<file path="src/rtl/regfile_wb_arbiter.sv">
// Writeback arbiter for the register file's single write port, with a per-register busy
// scoreboard that decode uses for RAW stalls and WAW detection.
module regfile_wb_arbiter #(
  parameter int ADDR_SIZE = 5,
  parameter int XLEN      = 64,
  parameter int NUM_REQ   = 3
) (
  input  logic                         clk,
  input  logic                         rst,
  input  logic [NUM_REQ-1:0]           req_valid,
  output logic [NUM_REQ-1:0]           req_ready,
  input  logic [NUM_REQ*ADDR_SIZE-1:0] req_addr,
  input  logic [NUM_REQ*XLEN-1:0]      req_data,
  output logic                         rf_write_enable,
  output logic [ADDR_SIZE-1:0]         rf_write_addr,
  output logic [XLEN-1:0]              rf_write_data,
  input  logic                         rsv_valid,
  input  logic [ADDR_SIZE-1:0]         rsv_addr,
  input  logic [ADDR_SIZE-1:0]         chk_addr1,
  input  logic [ADDR_SIZE-1:0]         chk_addr2,
  output logic                         chk_busy1,
  output logic                         chk_busy2,
  output logic                         rsv_conflict
);

  localparam int NUM_REGS = 1 << ADDR_SIZE;
  localparam int PTR_W    = (NUM_REQ > 1) ? $clog2(NUM_REQ) : 1;

  logic [ADDR_SIZE-1:0] addr_arr [NUM_REQ];
  logic [XLEN-1:0]      data_arr [NUM_REQ];

  genvar gi;
  generate
    for (gi = 0; gi < NUM_REQ; gi++) begin : g_unpack
      assign addr_arr[gi] = req_addr[gi*ADDR_SIZE +: ADDR_SIZE];
      assign data_arr[gi] = req_data[gi*XLEN +: XLEN];
    end
  endgenerate

  logic [PTR_W-1:0]     ptr_q, ptr_d;
  logic [PTR_W-1:0]     win_idx;
  logic                 grant;
  logic                 we_q, we_d;
  logic [ADDR_SIZE-1:0] waddr_q, waddr_d;
  logic [XLEN-1:0]      wdata_q, wdata_d;
  logic [NUM_REGS-1:0]  busy_q, busy_d;
  logic                 conflict_q, conflict_d;
  logic [ADDR_SIZE-1:0] win_addr;
  logic [XLEN-1:0]      win_data;

  // Round-robin search from the pointer; ready is a function of valid, pointer and rst only.
  always_comb begin
    int idx;
    req_ready = '0;
    grant     = 1'b0;
    win_idx   = '0;
    idx       = 0;
    for (int k = 0; k < NUM_REQ; k++) begin
      idx = int'(ptr_q) + k;
      if (idx >= NUM_REQ) idx = idx - NUM_REQ;
      if (!rst && !grant && req_valid[idx]) begin
        grant          = 1'b1;
        win_idx        = PTR_W'(idx);
        req_ready[idx] = 1'b1;
      end
    end
  end

  assign win_addr = addr_arr[win_idx];
  assign win_data = data_arr[win_idx];

  always_comb begin
    ptr_d = ptr_q;
    if (grant) ptr_d = (win_idx == PTR_W'(NUM_REQ - 1)) ? '0 : win_idx + 1'b1;
  end

  always_comb begin
    we_d    = 1'b0;
    waddr_d = waddr_q;
    wdata_d = wdata_q;
    if (grant) begin
      we_d    = (win_addr != '0);
      waddr_d = win_addr;
      wdata_d = win_data;
    end
  end

  // Commit clears first so that a same-cycle reservation of that register wins.
  always_comb begin
    busy_d = busy_q;
    if (we_q) busy_d[waddr_q] = 1'b0;
    if (rsv_valid && (rsv_addr != '0)) busy_d[rsv_addr] = 1'b1;
    busy_d[0]  = 1'b0;
    conflict_d = rsv_valid && (rsv_addr != '0) && busy_q[rsv_addr];
  end

  always_ff @(posedge clk) begin
    if (rst) begin
      ptr_q      <= '0;
      we_q       <= 1'b0;
      waddr_q    <= '0;
      wdata_q    <= '0;
      busy_q     <= '0;
      conflict_q <= 1'b0;
    end else begin
      ptr_q      <= ptr_d;
      we_q       <= we_d;
      waddr_q    <= waddr_d;
      wdata_q    <= wdata_d;
      busy_q     <= busy_d;
      conflict_q <= conflict_d;
    end
  end

  assign rf_write_enable = we_q;
  assign rf_write_addr   = waddr_q;
  assign rf_write_data   = wdata_q;
  assign rsv_conflict    = conflict_q;
  assign chk_busy1       = busy_q[chk_addr1];
  assign chk_busy2       = busy_q[chk_addr2];

endmodule

</file>
<file path="config.mk">
export PLATFORM = sky130hd
export DESIGN_NAME = regfile_wb_arbiter
export DESIGN_NICKNAME = d
export VERILOG_FILES = /design/src/rtl/regfile_wb_arbiter.sv
export SDC_FILE = /design/constraint.sdc
export NUM_CORES = 1
export LEC_CHECK = 0
export ABC_AREA = 1
export CAP_MARGIN = 20
export CORE_AREA = 2 2 90 179
export CTS_CLUSTER_DIAMETER = 40
export CTS_CLUSTER_SIZE = 24
export DETAILED_ROUTE_END_ITERATION = 16
export DIE_AREA = 0 0 92 181
export GPL_TIMING_DRIVEN = 0
export PLACE_DENSITY = 0.84
export SLEW_MARGIN = 0
export SYNTH_ARGS = -nofsm -noshare
export SYNTH_HDL_FRONTEND = slang
export SYNTH_SLANG_ARGS = --single-unit
</file>
<file path="constraint.sdc">
create_clock -name clk -period 2.9 [get_ports clk]
set_input_delay 0.29 -clock clk [delete_from_list [all_inputs] [get_ports clk]]
set_output_delay 0.29 -clock clk [all_outputs]
set_load 0.005 [all_outputs]
</file>
======== After elaboration in Yosys (flattened, before gate mapping) ========
Cells that the tools add are included.
operators by class
  add/sub/neg operators ................... 6
  order comparisons ....................... 16
  equal/unequal tests ..................... 1
  muxes and demuxes ....................... 46
  bitwise gates (word level) .............. 7
  reductions and logical operators ........ 18
operator list
  kind                                                  count
  two-way mux 32 bit                                    5
  binary-select mux 64 bit (select 2 bit)               1
  two-way mux 64 bit                                    2
  >= comparator 32 x 1 -> 1 bit, second input constant  3
  < comparator 32 x 4 -> 1 bit, second input constant   3
  bitwise AND 32 bit                                    1
  NOT 32 bit                                            1
  OR 32 bit                                             1
  < comparator 5 x 6 -> 1 bit, second input constant    4
  two-way mux 1 bit                                     17
  binary-select mux 1 bit (select 5 bit)                3
  logical AND 1 bit                                     12
  binary-select mux 5 bit (select 2 bit)                1
  demux 1 bit (select 5 bit)                            2
  >= comparator 5 x 1 -> 1 bit, second input constant   2
  two-way mux 5 bit                                     2
  nonzero test 5 bit                                    2
  two-way mux 3 bit                                     3
  two-way mux 2 bit                                     4
  subtractor 3 x 2 -> 4 bit, second input constant      2
  binary-select mux 1 bit (select 2 bit)                3
  demux 1 bit (select 2 bit)                            3
  >= comparator 3 x 2 -> 1 bit, second input constant   2
  OR 3 bit                                              2
  other kinds (11)                                      13
storage, ports and cells
  register bits after elaboration ......... 105
  input port bits ......................... 228
  output and inout port bits .............. 76

======== Depth between registers and ports, before layout ========
Gate-level depths: netlist of the first run.
  depth after elaboration ................. 20
  mapped depth ............................ 18

======== Worst setup path after synthesis of the first run ========
Ideal clock, no wire load.
  kind .................................... reg-to-reg
  start point ............................. reg ptr_q[0]
  end point ............................... reg wdata_q[28], in the netlist rf_write_data[28]
  library setup time ...................... 117 ps
  data arrival time ....................... 1971 ps
  slack ................................... 812 ps
  stages on the path, launching flop included .. 15
  path buffers ............................ 2
  cell sequence ........................... dfxtp_1 inv_1 ha_1 inv_2 nand2_1 nand2_1 nand2_2 nor2_4 nand3_1 nand2_2 nand2_4 buf_6 buf_2 o21ai_0 o21ai_1
between the ends
  cells in the longest elaborated chain, start to end .. 19
  elaborated cells on any way between the ends .. 37
RTL lines
  element                                                                             line  source
  start, declared                                                                     40    logic [PTR_W-1:0] ptr_q, ptr_d;
  start signal, assigned                                                              106   ptr_q <= ptr_d;
  parallel branches: the longest is 19 deep, another holds subtractor 3 x 2 -> 4 bit  n/a
  end signal, assigned                                                                109   wdata_q <= wdata_d;
  end, declared                                                                       45    logic [XLEN-1:0] wdata_q, wdata_d;
Several ways; the timed one is not identified. The select of a mux whose other input is x is not followed.
A chain may end at the register's enable or synchronous reset.

======== Final worst setup path of the first run ========
  start point ............................. in chk_addr1[0]
  end point ............................... out chk_busy1
between the ends
  cells in the longest elaborated chain, start to end .. 2
RTL lines
  element                                  line  source
  start, declared                          19    input logic [ADDR_SIZE-1:0] chk_addr1,
  binary-select mux 1 bit (select 5 bit)   119   assign chk_busy1 = busy_q[chk_addr1];
  two-way mux 1 bit (not written as such)  119
  end, declared                            21    output logic chk_busy1,
No other way between the ends. The select of a mux whose other input is x is not followed.

==> results of run 1 <==
==> cell usage after synthesis (3+ instances only) <==
master | count | area share, %
a21oi_1 | 112 | 8.8
a22oi_1 | 5 | 0.59
a31oi_1 | 3 | 0.30
buf_1 | 3 | 0.18
buf_2 | 12 | 0.94
buf_4 | 7 | 0.83
buf_6 | 10 | 1.8
clkbuf_1 | 25 | 1.5
dfxtp_1 | 104 | 33
ha_1 | 4 | 0.79
inv_1 | 57 | 3.4
inv_2 | 10 | 0.59
nand2_1 | 331 | 20
nand2_2 | 6 | 0.59
nand3_1 | 41 | 3.2
nand3_2 | 5 | 0.79
nand3b_1 | 5 | 0.59
nand4_1 | 3 | 0.30
nor2_1 | 48 | 2.8
nor3_1 | 18 | 1.4
o211ai_1 | 16 | 1.9
o21ai_0 | 127 | 10
o21ai_1 | 30 | 2.4
o22ai_1 | 11 | 1.1
o32ai_1 | 3 | 0.41
==> cell families after synthesis <==
group,after synthesis
AOI/OAI and AO/OA,315
DFF,104
buffers and inverters,126
adders and majority gates,4
and+or+nand+nor,464
==> metal layers <==
metal,GRT usage (%),wire length (um),vias to the layer above
met2,60.3,14600,405
li1,-,-,4012
met3,5.13,1640,102
met1,30.3,8790,3708
met5,0,0,-
met4,17.2,1430,0
==> layout by cell type (no fill, tap or decap), types with 3 or more instances in the layout <==
cell and count:
nor2_1 48, nand3_1 41, inv_1 57, nand2_2 6, buf_1 4, ha_1 3, o211ai_1 16, clkbuf_2 4
nand3_2 5, o32ai_1 3, nand2_1 331, a21oi_1 112, dfxtp_1 104, nand3b_1 5, nor3_1 18, o21ai_0 127
clkdlybuf4s50_1 298, clkbuf_16 9, inv_2 10, o22ai_1 11, buf_4 7, buf_6 10, nand4_1 3, a31oi_1 3
clkbuf_1 21, o21ai_1 30, buf_2 12, a22oi_1 5
==> path summary, 6_finish.rpt <==
kind	slack (ns)	endpoint	depth (start not counted)
worst max-delay path	0.02	chk_busy1	9
worst min-delay path	0.28	busy_q[2]	3
worst max register to register	0.20	rf_write_addr[3]	13
worst min register to register	0.49	busy_q[1]	2
==> sequential cells by signal (all words and copies together) (netlist names) <==
register and count:
rf_write_data 64, rf_write_enable 1, rf_write_addr 5, rsv_conflict 1
busy_q 31, ptr_q 2
==> layout make-up <==
| cell class | instances | area share, % |
|---|---|---|
| Clock buffer | 9 | 2.27 |
| Clock inverter | 7 | 0.730 |
| Inverter | 68 | 2.59 |
| Antenna cell | 1 | 0.0252 |
| Sequential cell | 104 | 21.0 |
| Buffer | 58 | 3.41 |
| Tap cell | 198 | 2.49 |
| Multi-Input combinational cell | 783 | 37.2 |
| Timing Repair Buffer | 301 | 30.4 |
==> power breakdown <==
group	switching (mW)	leakage, nW	internal (mW)
Clock	0.618	0.143	0.612
Sequential	0.259	0.859	1.89
Combinational	3.60	3.16	2.54
Total	4.47	4.17	5.04
==> repair_timing <==
action,4_1_cts,5_1_grt
pin swaps,0,0
resized for setup,2,9
endpoints found under the setup margin,2,4
==> metrics by stage <==
step / worst slack, ns / cells / util (%) / setup TNS (ns)
after floorplan: 0.812 / 1013 / - / 0
after detailed placement: -0.0428 / 1512 / 63.2 / -0.0428
after CTS: 0.00922 / 1528 / 65.2 / 0
after global placement: -0.0324 / 1512 / 63.2 / -0.0324
after global routing: -0.0793 / 1529 / 65.3 / -0.0793
final: 0.0226 / 1529 / 65.3 / 0
==> worst min-delay path, stage by stage <==
cell      delay [ns]
clkbuf_1        0.13
nand3_1         0.10
a21oi_1         0.05
==> flow_metrics.tcl, run 1 <==
set metrics [dict create \
    via_per_inst 5.38 \
    power.density_nw_per_um2 958 \
    cp_max_fo 10 \
    synth-seq-area-share_pct 32.8 \
    crit_path_end_kind "output port" \
    synth_area_sq_um 6360 \
    hp-start "rsv_addr[1]" \
    core_area_sq_um 15200 \
    avgSynthCellArea_sq_um 6.27 \
    num_rows 64 \
    synth-edff-count 0 \
    cp-start-kind "primary input" \
    rr_startpoint "ptr_q[0]" \
    cap_violations 0 \
    vdd_drop_max_v 0.000640 \
    start_util_pct 41.8 \
    synth_top_family_by_area "simple AND/OR/NAND/NOR gates" \
    overflow 0 \
    drc 0 \
    die_h_um 181 \
    seq_area_sq_um 2080 \
    path_delay_family "buffers and inverters" \
    cts_hold_buffers 0 \
    worstPathRequired_ns 2.61 \
    netlist_instances 1013 \
    status "finished clean" \
    finalClockSkew_ns 0.0144 \
    htreeDepth 3 \
    slew_headroom_pct 36.4 \
    yosysUniqueCellTypes 41 \
    max_clock_freq_mhz 348 \
    path_buf_inv 4 \
    worst_pin_slew_ns 0.946 \
    dr_total_vias 8227 \
    path_cells "clkbuf_1, inv_1, clkbuf_1, o32ai_1, o21ai_0, o21ai_0, nor2_1, a31oi_1, clkdlybuf4s50_1" \
    place_congestion 1.04 \
    rsz0062_at_grt "yes" \
    drt-total-wl_um 26400 \
    ys_warn_count 0 \
    synth-simple-area-share_pct 30.6 \
    min_period_over_period_pct 99.2 \
    fin_area_sq_um 9940 \
    period_minus_slack_ns 2.88 \
    syn_nets 1245 \
    cp_slowest_cell "clkdlybuf4s50_1" \
    grtUsageTotal_pct 31.2 \
    port_buffers 301 \
    crit_start "chk_addr1[0]" \
    synth_ff_type "dfxtp_1" \
    pin_count 304 \
    worst-setup-path-type "in -> out" \
    final_nets 1557 \
    synthArstFlopShare_pct 0 \
    placed_area_sq_um 9620 \
    hold_ws_ns 0.277 \
    maxSlewViolCount 0 \
    min_path_type "in -> reg" \
    antenna_found_initial 1 \
    ys_ff_latch 104 \
    setup_violations 0 \
    cts.sinks 104 \
    grt_pass1_vias 8125 \
    fillers 1367 \
    cts.reportedPaths.clkPinSlew_ns 0.08 \
    cts_setup_buffers 0 \
    drt_iter0_drc 444 \
    cp.arrival_ns 2.59 \
    die-area_sq_um 16700 \
    synth.area.mux_share_pct 0 \
    synth_compound_area_share_pct 26.5 \
    clk_latency_ns 0.35 \
    total_power_mw 9.52 \
    drt-pass1-iter-count 5 \
    fp.dieW_um 92 \
    cts_tree "built" \
    drive_gt1_share_pct 6.02 \
    antenna_left 0 \
    syn_to_final_growth_pct 56.3 \
    grt_max_degree 21 \
    cts-root-buf "clkbuf_16" \
    cts_buffers 9 \
    cpPeakStageDelay_ns 0.51 \
    finalHoldViolCount 0 \
    dp_hpwl_um 21500 \
    leakage_nw 4.17 \
    wl_per_cell_um 17.3 \
    grt_first_pass_wirelength_um 41300 \
    synth-adder-area-share_pct 0.787 \
    multiInputGateArea_sq_um 3690 \
    synth_xor_area_share_pct 0 \
    cts_max_path_buffers 2 \
]
Note: power is estimated with default switching activity, not from simulation.
==> inputs of run 2 (changes only) <==
--- a/config.mk
+++ b/config.mk
@@ -14,6 +14,7 @@
 export DIE_AREA = 0 0 92 181
 export GPL_TIMING_DRIVEN = 0
 export PLACE_DENSITY = 0.84
+export SETUP_SLACK_MARGIN = 0.3
 export SLEW_MARGIN = 0
 export SYNTH_ARGS = -nofsm -noshare
 export SYNTH_HDL_FRONTEND = slang
==> run 2 against run 1 <==
  * Clock skew fell by 0.00067 ns
  * Clock-buffer cell count did not move
  * Sequential cell count is the same
  * Die area unchanged
  * Critical endpoint unchanged
  * Sequential share of layout area shrank 0.12 points
  * Maximum frequency rose by 16%
  * Hold slack better by 0.011 ns
  * Routed wire length grew 0.34%
  * Cell count grew 0.13%
  * Non-clock buffer count rose by 2
==> flow_metrics.tcl, run 2 (same netlist as run 1, synthesis figures left out) <==
set metrics [dict create \
    status "finished clean" \
    antenna_found_initial 1 \
    port_buffers 301 \
    cp.arrival_ns 2.20 \
    hold_path_depth 3 \
    worst-setup-path-type "in -> out" \
    cpPeakStageDelay_ns 0.51 \
    crit_path_end_kind "output port" \
    drt-total-wl_um 26500 \
    fin_area_sq_um 9990 \
    cts_buffers 9 \
    finalHoldViolCount 0 \
    overflow 0 \
    cts_max_path_buffers 2 \
    drc 0 \
    die_h_um 181 \
    vdd_drop_max_v 0.000670 \
    dp_hpwl_um 21500 \
    clk_latency_ns 0.34 \
    cp_max_fo 10 \
    cp_slowest_cell "clkdlybuf4s50_1" \
    htreeDepth 3 \
    dr_total_vias 8227 \
    fillers 1359 \
    fin_cells 1531 \
    path_delay_family "buffers and inverters" \
    core_area_sq_um 15200 \
    drt-pass1-iter-count 7 \
    worstPathRequired_ns 2.61 \
    mostFrequentLayoutCell "nand2_1" \
    hold_ws_ns 0.287 \
    wl_per_cell_um 17.3 \
    die-area_sq_um 16700 \
    min_period_over_period_pct 85.7 \
    num_rows 64 \
    max_clock_freq_mhz 402 \
    syn_to_final_growth_pct 57.2 \
    finalClockSkew_ns 0.0137 \
    maxSlewViolCount 0 \
    min_path_type "in -> reg" \
    final_nets 1559 \
    place_congestion 1.04 \
    path_buf_inv 4 \
    dp.cells 1512 \
    period_minus_slack_ns 2.49 \
    cts.sinks 104 \
    cts-root-buf "clkbuf_16" \
    rsz0062_at_grt "no" \
    drt_iter0_drc 377 \
    cp-start-kind "primary input" \
    via_per_inst 5.37 \
    grt_pass1_vias 8098 \
    final_cell_mix "331 x nand2_1, 295 x clkdlybuf4s50_1, 125 x o21ai_0" \
    grtUsageTotal_pct 31.3 \
    cts_tree "built" \
    cap_violations 0 \
    cts.reportedPaths.clkPinSlew_ns 0.08 \
    drive_gt1_share_pct 7.36 \
    grt_first_pass_wirelength_um 41400 \
    r2r_cells 13 \
    leakage_nw 4.21 \
    slew_headroom_pct 37.0 \
    placed_area_sq_um 9620 \
    grt_max_degree 21 \
    antenna_left 0 \
    fp.dieW_um 92 \
    pin_count 304 \
    setup_violations 0 \
    path_cells "clkbuf_2, inv_1, clkbuf_4, o21ai_0, o211ai_1, nand3_1, o21ai_1, nor2_1, a31oi_1, clkdlybuf4s50_1" \
    start_util_pct 41.8 \
    power.density_nw_per_um2 958 \
    largest_reg_flops 64 \
    worst_pin_slew_ns 0.938 \
    path_depth 10 \
]
## run 2: cell types whose count changed in the layout (fill, tap and decap cells not counted), moves of 3 or more
cell / change
clkbuf_2: +9
clkbuf_1: -5
buf_1: -4
clkdlybuf4s50_1: -3
## run 2: worst paths after layout
| kind | to | start | slack [ns] |
|---|---|---|---|
| max | chk_busy1 | chk_addr1[0] | 0.41 |
| min | busy_q[2] | rsv_addr[1] | 0.29 |
| max reg2reg | rf_write_addr[3] | ptr_q[0] | 0.51 |
| min reg2reg | busy_q[1] | busy_q[1] | 0.48 |
## run 2: metal layers
metal	share of wire, %	GRT usage [%]
met5	0	0
met4	5.5	17.0
met2	55	60.5
met3	6.3	5.25
met1	33	30.6
## run 2: per-stage QoR
step	util, %	worst slack [ns]	total power [mW]	setup TNS (ns)
floorplan	-	0.812	5.83	0
global placement	63.2	-0.0324	8.15	-0.0324
detailed placement	63.2	-0.0428	8.26	-0.0428
CTS	65.6	0.301	9.56	0
global route	65.7	0.291	10.4	0
finish	65.7	0.414	9.57	0
## run 2: timing repair
action	4_1_cts	5_1_grt
hold buffers	0	0
pin swaps	1	1
gates cloned	0	0
hold endpoints to repair	0	0
setup buffers	2	0
setup endpoints to repair	7	33
resized for setup	21	22
## run 2: worst register-to-register path, cell delays in order (launching register included)
cell and delay [ns]:
dfxtp_1 0.38, inv_1 0.12, ha_4 0.32, inv_2 0.06, nand2_1 0.07, nand2_1 0.09, nand3_2 0.14, nand2_2 0.11
nor2_2 0.14, buf_2 0.29, clkbuf_2 0.33, a21oi_1 0.10, o21ai_0 0.09, inv_1 0.05
## run 2: area by class of cell
cell class | instances | area (sq um) | area share [%]
well taps | 198 | 248 | 2.48
inverters | 68 | 260 | 2.60
flip-flops and latches | 104 | 2080 | 20.8
diodes | 1 | 2.50 | 0.0250
clock inverters | 7 | 72.6 | 0.726
plain buffers | 58 | 364 | 3.64
multi-input cells | 783 | 3720 | 37.2
clock buffers | 9 | 225 | 2.25
repair buffers | 303 | 3020 | 30.2
## run 2: report_power, final
group	total [mW]	switching, mW	leakage [nW]	internal, mW
clock network	1.23	0.617	0.143	0.612
registers	2.15	0.261	0.859	1.89
logic	6.19	3.61	3.21	2.58
==> inputs of run 3 (changes only) <==
--- a/config.mk
+++ b/config.mk
@@ -7,13 +7,13 @@
 export LEC_CHECK = 0
 export ABC_AREA = 1
 export CAP_MARGIN = 20
-export CORE_AREA = 2 2 90 179
+export CORE_AREA = 2 2 88 174
 export CTS_CLUSTER_DIAMETER = 40
 export CTS_CLUSTER_SIZE = 24
 export DETAILED_ROUTE_END_ITERATION = 16
-export DIE_AREA = 0 0 92 181
+export DIE_AREA = 0 0 90 176
 export GPL_TIMING_DRIVEN = 0
-export PLACE_DENSITY = 0.84
+export PLACE_DENSITY = 0.88
 export SETUP_SLACK_MARGIN = 0.3
 export SLEW_MARGIN = 0
 export SYNTH_ARGS = -nofsm -noshare
==> constraint.sdc (replaced) <==
create_clock -name clk -period 3.05 [get_ports clk]
set_input_delay 0.305 -clock clk [delete_from_list [all_inputs] [get_ports clk]]
set_output_delay 0.305 -clock clk [all_outputs]
set_load 0.005 [all_outputs]
==> run 3 against run 2 <==
  * Sequential power decreased by 4%
  * Critical path type is now reg -> reg
  * Critical path depth is 3 higher
  * Die area decreased by 4.9%
  * Non-clock buffer count increased by 3
  * Worst setup slack gained 0.054 ns
  * Routed wire length is 2.8% higher
  * Hold slack better by 0.026 ns
  * Largest power group unchanged
  * Highest routed layer unchanged
  * Cell count fell by 0.20%
  * Core utilization rose by 3.4 points
  * Global-route usage rose by 1.6 points
==> flow_metrics.tcl, run 3 (same netlist as run 1, synthesis figures left out) <==
set metrics [dict create \
    drt-total-wl_um 27300 \
    power_switching_mw 4.23 \
    crit_path_end_kind "flip-flop" \
    grt_pass1_vias 8165 \
    cpPeakStageDelay_ns 0.52 \
    placed_area_sq_um 9610 \
    drc 0 \
    final_cell_mix "331 x nand2_1, 296 x clkdlybuf4s50_1, 127 x o21ai_0" \
    dr_total_vias 8198 \
    syn_to_final_growth_pct 56.9 \
    cp-start-kind "flip-flop" \
    cts_hold_buffers 0 \
    cts.sinks 104 \
    place_congestion 1.00 \
    max_clock_freq_mhz 387 \
    period_minus_slack_ns 2.58 \
    p_clk_share_pct 12.2 \
    wl_per_cell_um 17.8 \
    finalClockSkew_ns 0.0121 \
    cts-root-buf "clkbuf_16" \
    port_buffers 301 \
    cts_buffers 9 \
    cap_violations 0 \
    wl_met1_um 8950 \
    internal-power_mw 4.83 \
    pin_count 304 \
    worstPathRequired_ns 3.29 \
    overflow 0 \
    mostFrequentLayoutCell "nand2_1" \
    leakage_nw 4.19 \
    start_util_pct 44.1 \
    via_per_inst 5.37 \
    antenna_found_initial 1 \
    fin_area_sq_um 9970 \
    slew_headroom_pct 46.6 \
    num_rows 62 \
    cp_slowest_cell "clkbuf_1" \
    fillers 1283 \
    cts_max_path_buffers 2 \
    min_path_type "in -> reg" \
    cts.reportedPaths.clkPinSlew_ns 0.08 \
    vdd_drop_max_v 0.000602 \
    die-area_sq_um 15800 \
    final_nets 1562 \
    core_area_sq_um 14400 \
    drt_iter0_drc 485 \
    die_h_um 176 \
    sw_frac_of_total_pct 46.7 \
    min_period_over_period_pct 84.7 \
    grt_first_pass_wirelength_um 41500 \
    finalHoldViolCount 0 \
    path_buf_inv 5 \
    fp.dieW_um 90 \
    finalSetupTns_ns 0 \
    cts_tree "built" \
    largest_reg_flops 64 \
    grtUsageTotal_pct 32.9 \
    worst-setup-path-type "reg -> reg" \
    antenna_left 0 \
    path_cells "inv_1, ha_4, inv_2, nand2_1, nand2_1, nand3_2, nand2_2, nor2_2, buf_2, clkbuf_1, a21oi_1, o21ai_0, inv_1" \
    worst_pin_slew_ns 0.794 \
    dp_hpwl_um 22000 \
    cp.arrival_ns 2.82 \
    rsz0062_at_grt "no" \
    clk_latency_ns 0.35 \
    wl_met2_um 15000 \
    path_delay_family "buffers and inverters" \
    status "finished clean" \
    power_frac_seq_pct 22.8 \
    setup_violations 0 \
    drt-pass1-iter-count 5 \
    htreeDepth 3 \
    p_comb_share_pct 65.0 \
    cp_max_fo 10 \
    wl_met3_um 1690 \
    top_layer_used "met4" \
    power.density_nw_per_um2 909 \
    grt_max_degree 17 \
    maxSlewViolCount 0 \
    drive_gt1_share_pct 6.82 \
]
==> run 3: changes by cell type in the layout (fill, tap and decap cells not counted), sizes merged <==
cell           delta
dlygate4sd2       +1
inv               -3
diode             +1
buf               +6
clkbuf            -3
clkdlybuf4s50     +1
==> run 3: area by class of cell <==
| cell class | instances | area, sq um | area share [%] |
|---|---|---|---|
| antenna | 2 | 5.00 | 0.0502 |
| buffer | 58 | 355 | 3.56 |
| clock buffer | 11 | 243 | 2.43 |
| clock inverter | 4 | 30.0 | 0.301 |
| inverter | 68 | 258 | 2.58 |
| multi-input combinational | 783 | 3710 | 37.2 |
| sequential | 104 | 2080 | 20.9 |
| tap | 192 | 240 | 2.41 |
| timing repair buffer | 306 | 3050 | 30.6 |
==> run 3: routing by layer <==
| metal | vias up | global-route usage [%] |
|---|---|---|
| li1 | 4020 | - |
| met2 | 386 | 65.2 |
| met4 | 0 | 19.0 |
| met3 | 103 | 6.66 |
| met1 | 3689 | 30.4 |
| met5 | - | 0 |
==> run 3: worst paths after layout <==
path	from	to	slack (ns)	cells after the start
max	ptr_q[0]	rf_write_addr[3]	0.47	13
min	rsv_addr[1]	busy_q[2]	0.31	3
max reg2reg	ptr_q[0]	rf_write_addr[3]	0.47	13
min reg2reg	busy_q[1]	busy_q[1]	0.49	2
==> run 3: through the flow <==
stage	worst slack [ns]	power, mW	hold slack [ns]	std cells	util, %
after floorplan	0.962	5.55	0.453	1013	-
after global placement	0.117	7.71	0.469	1506	66.6
after detailed placement	0.0277	7.82	0.476	1506	66.6
after CTS	0.284	8.99	0.305	1521	68.8
after global routing	0.328	9.72	0.331	1527	69.1
final	0.468	9.06	0.314	1528	69.1
==> run 3: power groups by stage <==
stage | Combinational, mW | Clock [mW] | Sequential, mW
after global routing | 6.45 | 1.16 | 2.10
after CTS | 5.83 | 1.11 | 2.05
after floorplan | 3.49 | 0 | 2.06
after detailed placement | 5.75 | 0 | 2.07
after global placement | 5.64 | 0 | 2.06
final | 5.89 | 1.11 | 2.06
==> run 3: timing repair <==
item | CTS | global route
setup endpoints to repair | 5 | 4
resized for setup | 18 | 7
hold endpoints to repair | 0 | 0
pin swaps | 0 | 3
buffers inserted | 0 | 5
==> run 3: worst min-delay path: stages <==
cell	delay, ns
clkbuf_1	0.13
nand3_1	0.11
a21oi_1	0.06
